File: src/rtl/ps2_key_decoder.sv
// PS/2 keyboard receiver: synchronises the raw PS/2 lines, deframes 11-bit frames,
// folds E0/F0 prefixes into key events and queues them in a first-word-fall-through FIFO.
module ps2_key_decoder #(
    parameter int unsigned FIFO_DEPTH     = 8,
    parameter int unsigned TIMEOUT_CYCLES = 50000,
    parameter int unsigned SYNC_STAGES    = 2
) (
    input  logic                          CLK,
    input  logic                          RST_N,
    input  logic                          PS2_CLK,
    input  logic                          PS2_DATA,
    output logic [7:0]                    KEY_CODE,
    output logic                          KEY_EXT,
    output logic                          KEY_BREAK,
    output logic                          KEY_VALID,
    input  logic                          KEY_READY,
    output logic [$clog2(FIFO_DEPTH):0]   FIFO_COUNT,
    output logic                          PARITY_ERR,
    output logic                          FRAME_ERR,
    output logic                          OVERFLOW
);

    localparam int unsigned PTR_W = $clog2(FIFO_DEPTH);
    localparam int unsigned CNT_W = PTR_W + 1;
    localparam int unsigned TO_W  = $clog2(TIMEOUT_CYCLES + 1);
    localparam int unsigned EVT_W = 10;

    typedef enum logic [1:0] {
        ST_IDLE,
        ST_DATA,
        ST_PARITY,
        ST_STOP
    } state_t;

    // ---------------------------------------------------------------
    // Input synchronisers and falling-edge detect
    // ---------------------------------------------------------------
    logic [SYNC_STAGES-1:0] clk_sync_q;
    logic [SYNC_STAGES-1:0] dat_sync_q;
    logic                   clk_prev_q;
    logic                   ps2_clk_s;
    logic                   ps2_dat_s;
    logic                   ps2_fall;

    always_ff @(posedge CLK or negedge RST_N) begin
        if (!RST_N) begin
            clk_sync_q <= '1;
            dat_sync_q <= '1;
            clk_prev_q <= 1'b1;
        end else begin
            clk_sync_q <= {clk_sync_q[SYNC_STAGES-2:0], PS2_CLK};
            dat_sync_q <= {dat_sync_q[SYNC_STAGES-2:0], PS2_DATA};
            clk_prev_q <= ps2_clk_s;
        end
    end

    assign ps2_clk_s = clk_sync_q[SYNC_STAGES-1];
    assign ps2_dat_s = dat_sync_q[SYNC_STAGES-1];
    assign ps2_fall  = clk_prev_q & ~ps2_clk_s;

    // ---------------------------------------------------------------
    // Frame FSM
    // ---------------------------------------------------------------
    state_t          state_q, state_d;
    logic [2:0]      bit_cnt_q, bit_cnt_d;
    logic [7:0]      shift_q, shift_d;
    logic            par_q, par_d;
    logic [TO_W-1:0] to_cnt_q, to_cnt_d;
    logic            byte_ok_q, byte_ok_d;
    logic            perr_q, perr_d;
    logic            ferr_q, ferr_d;
    logic            timeout_hit;

    always_ff @(posedge CLK or negedge RST_N) begin
        if (!RST_N) begin
            state_q   <= ST_IDLE;
            bit_cnt_q <= '0;
            shift_q   <= '0;
            par_q     <= 1'b0;
            to_cnt_q  <= '0;
            byte_ok_q <= 1'b0;
            perr_q    <= 1'b0;
            ferr_q    <= 1'b0;
        end else begin
            state_q   <= state_d;
            bit_cnt_q <= bit_cnt_d;
            shift_q   <= shift_d;
            par_q     <= par_d;
            to_cnt_q  <= to_cnt_d;
            byte_ok_q <= byte_ok_d;
            perr_q    <= perr_d;
            ferr_q    <= ferr_d;
        end
    end

    assign timeout_hit = (to_cnt_q == TO_W'(TIMEOUT_CYCLES - 1));

    always_comb begin
        state_d   = state_q;
        bit_cnt_d = bit_cnt_q;
        shift_d   = shift_q;
        par_d     = par_q;
        to_cnt_d  = to_cnt_q;
        byte_ok_d = 1'b0;
        perr_d    = 1'b0;
        ferr_d    = 1'b0;

        unique case (state_q)
            ST_IDLE: begin
                to_cnt_d = '0;
                if (ps2_fall && !ps2_dat_s) begin
                    state_d   = ST_DATA;
                    bit_cnt_d = '0;
                end
            end
            ST_DATA: begin
                if (ps2_fall) begin
                    shift_d = {ps2_dat_s, shift_q[7:1]};
                    if (bit_cnt_q == 3'd7) begin
                        state_d = ST_PARITY;
                    end else begin
                        bit_cnt_d = bit_cnt_q + 3'd1;
                    end
                end
            end
            ST_PARITY: begin
                if (ps2_fall) begin
                    par_d   = ps2_dat_s;
                    state_d = ST_STOP;
                end
            end
            ST_STOP: begin
                if (ps2_fall) begin
                    state_d = ST_IDLE;
                    if (!ps2_dat_s) begin
                        ferr_d = 1'b1;
                    end else if (!(^{shift_q, par_q})) begin
                        perr_d = 1'b1;
                    end else begin
                        byte_ok_d = 1'b1;
                    end
                end
            end
            default: state_d = ST_IDLE;
        endcase

        // Inter-edge watchdog: an edge restarts it, a stalled frame is abandoned.
        if (state_q != ST_IDLE) begin
            if (ps2_fall) begin
                to_cnt_d = '0;
            end else if (timeout_hit) begin
                state_d  = ST_IDLE;
                ferr_d   = 1'b1;
                to_cnt_d = '0;
            end else begin
                to_cnt_d = to_cnt_q + TO_W'(1);
            end
        end
    end

    // ---------------------------------------------------------------
    // Prefix tracking
    // ---------------------------------------------------------------
    logic pend_ext_q;
    logic pend_brk_q;
    logic is_e0;
    logic is_f0;
    logic push;

    assign is_e0 = (shift_q == 8'hE0);
    assign is_f0 = (shift_q == 8'hF0);
    assign push  = byte_ok_q && !is_e0 && !is_f0;

    always_ff @(posedge CLK or negedge RST_N) begin
        if (!RST_N) begin
            pend_ext_q <= 1'b0;
            pend_brk_q <= 1'b0;
        end else if (perr_q || ferr_q) begin
            pend_ext_q <= 1'b0;
            pend_brk_q <= 1'b0;
        end else if (byte_ok_q) begin
            if (is_e0) begin
                pend_ext_q <= 1'b1;
            end else if (is_f0) begin
                pend_brk_q <= 1'b1;
            end else begin
                pend_ext_q <= 1'b0;
                pend_brk_q <= 1'b0;
            end
        end
    end

    // ---------------------------------------------------------------
    // Event FIFO with a registered head
    // ---------------------------------------------------------------
    logic [EVT_W-1:0] mem_q [FIFO_DEPTH];
    logic [PTR_W-1:0] wr_ptr_q;
    logic [PTR_W-1:0] rd_ptr_q;
    logic [CNT_W-1:0] count_q, count_d;
    logic [EVT_W-1:0] head_q, head_d;
    logic             valid_q;
    logic             ovf_q;
    logic [EVT_W-1:0] push_evt;
    logic             pop;
    logic             full;
    logic             wr_en;

    assign push_evt = {pend_ext_q, pend_brk_q, shift_q};
    assign pop      = valid_q && KEY_READY;
    assign full     = (count_q == CNT_W'(FIFO_DEPTH));
    assign wr_en    = push && (!full || pop);

    always_comb begin
        count_d = count_q;
        if (wr_en && !pop) begin
            count_d = count_q + CNT_W'(1);
        end else if (!wr_en && pop) begin
            count_d = count_q - CNT_W'(1);
        end
    end

    // Next head: the entry behind the popped one, or the incoming event if it lands first.
    always_comb begin
        head_d = head_q;
        if (pop) begin
            if (count_q == CNT_W'(1)) begin
                head_d = push_evt;
            end else begin
                head_d = mem_q[rd_ptr_q + PTR_W'(1)];
            end
        end else if (count_q == '0 && wr_en) begin
            head_d = push_evt;
        end
    end

    always_ff @(posedge CLK or negedge RST_N) begin
        if (!RST_N) begin
            for (int i = 0; i < int'(FIFO_DEPTH); i++) begin
                mem_q[i] <= '0;
            end
            wr_ptr_q <= '0;
            rd_ptr_q <= '0;
            count_q  <= '0;
            head_q   <= '0;
            valid_q  <= 1'b0;
            ovf_q    <= 1'b0;
        end else begin
            if (wr_en) begin
                mem_q[wr_ptr_q] <= push_evt;
                wr_ptr_q        <= wr_ptr_q + PTR_W'(1);
            end
            if (pop) begin
                rd_ptr_q <= rd_ptr_q + PTR_W'(1);
            end
            count_q <= count_d;
            head_q  <= head_d;
            valid_q <= (count_d != '0);
            ovf_q   <= push && full && !pop;
        end
    end

    assign KEY_CODE   = head_q[7:0];
    assign KEY_BREAK  = head_q[8];
    assign KEY_EXT    = head_q[9];
    assign KEY_VALID  = valid_q;
    assign FIFO_COUNT = count_q;
    assign PARITY_ERR = perr_q;
    assign FRAME_ERR  = ferr_q;
    assign OVERFLOW   = ovf_q;

endmodule

File: config.mk
export PLATFORM = sky130hd
export DESIGN_NAME = ps2_key_decoder
export DESIGN_NICKNAME = d
export VERILOG_FILES = /design/src/rtl/ps2_key_decoder.sv
export SDC_FILE = /design/constraint.sdc
export NUM_CORES = 1
export LEC_CHECK = 0
export BUFFER_PORTS_ARGS = -buffer_cell sky130_fd_sc_hd__buf_2
export CORE_ASPECT_RATIO = 1.4
export CORE_UTILIZATION = 56
export CTS_CLUSTER_SIZE = 28
export DETAILED_ROUTE_END_ITERATION = 10
export GPL_ROUTABILITY_DRIVEN = 1
export GPL_TIMING_DRIVEN = 0
export PLACE_DENSITY = 0.76
export SLEW_MARGIN = 20
export SYNTH_ARGS = -nofsm -noshare
export SYNTH_HDL_FRONTEND = slang
export SYNTH_SLANG_ARGS = --single-unit
File: constraint.sdc
create_clock -name CLK -period 2.05 [get_ports CLK]
set_input_delay 0.615 -clock CLK [delete_from_list [all_inputs] [get_ports CLK]]
set_output_delay 0.615 -clock CLK [all_outputs]
set_load 0.01 [all_outputs]
==> impl_results.md <==
* Status: complete, but fails checks
* Failing checks: setup timing
* Startpoint Class: flop
* Chip Width at 93.6 µm
* Top delay family on crit path: simple AND/OR/NAND/NOR gates
* Chip Height at 130 µm
* Max Cap Viol at 0
* Largest cells by area after synthesis: dfrtp_1 (52%), mux2_2 (15%), mux4_2 (6.9%), xnor2_1 (2.5%), nand2_1 (2.4%)
* Nets at 587
* Vias per inst at 6.08
* FF+latch count, synth at 142
* Post-Syn Instances at 505
* Worst skew pair latency at 0.42 ns
* Fin crit share at 107%
* Drt wl/cell at 22.8 µm
* # H-tree levels at 4
* First-pass GRT wire length at 25300 µm
* Global Route Usage Sum at 28.9%
* Hold buffers post-CTS at 0
* Sequential-to-total area share from yosys stat at 54.1%
* Initial antenna violation count at 0
* Area growth, synth to finish at 25.7%
* RSZ-0062 raised after global routing: true
* Largest net degree at the start of global routing at 91
* Syn nets at 519
* Top_reg_cell synth: dfrtp_1
* Total CTS buffers at 17
* Overall power at 9.64 mW
* Worst Path Buf+Inv at 2
* GP Congestion at 0.752
* Core area at 11400 µm²
* Worst Path Required at 2.35 ns
* DRT antenna net count at 0
* Worst Hold Class: primary input to async pin
* Hold WS at 0.0911 ns
* Post-DP HPWL at 8900 µm
* Synth cell types at 49
* Worst-path clk slew at 0.06 ns
* Worst-path maximum fanout at 5
* Max Fclk at 457 MHz
* Worst slew pin tran at 0.807 ns
* CP most frequent cell: buf_6
* CTS tree: built
* Site row count at 46
* Critical path, cell by cell: nand4b_1, o221ai_4, buf_6, nor2_4, nand3b_1, buf_6, mux2_4
* # clock sinks at 142
* Final min period at 2.19 ns
* Worst rel slew slack at 46.0%
* Worst setup path class: flop to flop
* DR iter-0 viols at 389
* DR DRC count at 0
* Pwr/cell area at 1170 nW/µm²
* Syn Area/Cell at 13.0 µm²
* Grt ovf at 0
* Hold Vio Cnt, Final at 0
* Initial Util at 57.7%
* Synth top cells by count: dfrtp_1 (137), mux2_2 (90), nand2_1 (42)
* CP peak stage delay at 0.41 ns
* Final setup fails at 77
* Via count at 4435
* Maximum VDD drop at 740 µV
* Yosys Warn Count at 0
* Async SR Flop Fraction at 100%
* Critical-path top delay cell: o221ai_4
* Post-synth EDFFs at 0
* IO Pins at 23
* Antenna Cells at 0
* Top-area cell type share of the netlist area at 52.2%
* Vias in the first global route at 4614
* Syn Std Cell Area at 6570 µm²
* Pleak at 3.85 nW
* Cell taking the most area after synthesis: dfrtp_1
* Clock Tree Buf Depth at 2
* CP arrival at 2.49 ns
* Buffers added on ports at 22
* Core Util, Final at 72.5%
* DIE AREA at 12200 µm²
* Worst Clk Skew at 0.00793 ns
* Crit end category: flop
* DR pass1 iterations at 5
* Final slew viol count at 0
* Total Wirelength at 16700 µm
* Fillers at 711
* Share of cells above drive strength 1 at 39.6%
* Setup WS post-layout at -0.139 ns
* Most frequent cell after synthesis: dfrtp_1
* Root Driver: clkbuf_16
## placed cells by master (no fill, tap or decap), types with 5 or more instances in the layout
master,Yosys,layout
ha_1,9,7
o21ai_0,29,28
a21oi_1,7,7
clkbuf_16,0,18
bufinv_16,0,5
mux2i_1,13,12
dfstp_2,5,5
mux2_4,0,63
clkbuf_1,17,12
xor2_1,9,9
buf_6,1,18
buf_4,2,14
inv_1,10,8
nor2_1,28,26
dfrtp_1,137,135
mux2_2,90,27
nand2_1,42,42
buf_2,6,23
xnor2_1,19,19
mux4_2,20,20
## registers in the layout (all words and copies together) (netlist names), 2 cells and up
register	flops
rd_ptr_q	3
wr_ptr_q	3
head_q	10
FIFO_COUNT	4
clk_sync_q	2
state_q	2
shift_q	8
dat_sync_q	2
to_cnt_q	16
mem_q	80
bit_cnt_q	3
## cells by family after synthesis
| logic type | synth area share [%] |
|---|---|
| compound gates | 4.24 |
| xor+xnor | 3.98 |
| fa+ha+maj | 1.71 |
| buf+inv | 2.65 |
| flops | 54.1 |
| mux | 24.2 |
| simple gates | 9.02 |
## timing repair
item / 4_1_cts / 5_1_grt
pin swaps: 6 / 5
setup buffers: 21 / 3
gates resized for setup: 76 / 50
gates cloned: 5 / 1
setup endpoints to repair: 108 / 99
## worst paths after layout
kind,startpoint,end,slack (ns),cells after the start
min reg2reg,dat_sync_q[0]$_DFF_PN1_,dat_sync_q[1]$_DFF_PN1_,0.36,0
max reg2reg,shift_q[3]$_DFFE_PN0P_,mem_q[18]$_DFFE_PN0P_,-0.14,7
max,shift_q[3]$_DFFE_PN0P_,mem_q[18]$_DFFE_PN0P_,-0.14,7
min in group CLK,PS2_CLK,clk_sync_q[0]$_DFF_PN1_,0.29,1
max in group asynchronous,RST_N,shift_q[6]$_DFFE_PN0P_,1.18,2
min,RST_N,wr_ptr_q[0]$_DFFE_PN0P_,0.09,1
## through the flow
step,cell area (µm²),setup WS (ns),cells,TNS (ns)
2_1_floorplan,6600,-0.0139,505,-0.139
3_3_place_gp,6890,-1.69,671,-232.52
3_5_place_dp,6920,-0.552,672,-32.37
4_1_cts,8100,-0.116,730,-2.97
5_1_grt,8260,-0.203,730,-9.40
6_report,8260,-0.139,730,-5.30
## where the power goes
group	internal [mW]	leakage [nW]	total (mW)	switching [mW]
combinational	1.22	1.61	2.88	1.66
sequential	3.07	1.92	3.33	0.263
clock	2.23	0.317	3.43	1.20
## cell type report
class	count	area [µm²]	share of cell area (%)
Buffer	29	184	2.23
Clock buffer	20	457	5.53
Clock inverter	12	209	2.53
Inverter	10	37.5	0.454
Multi-Input combinational cell	324	3220	38.9
Sequential cell	142	3560	43.1
Tap cell	144	180	2.18
Timing Repair Buffer	49	419	5.07
## metal layers
layer | part of all wire, % | GRT usage [%]
met3 | 5.3 | 7.58
met5 | 0 | 0
met4 | 5.5 | 18.8
met1 | 38 | 33.0
met2 | 51 | 48.2
Power figures use the tool's default switching activity.
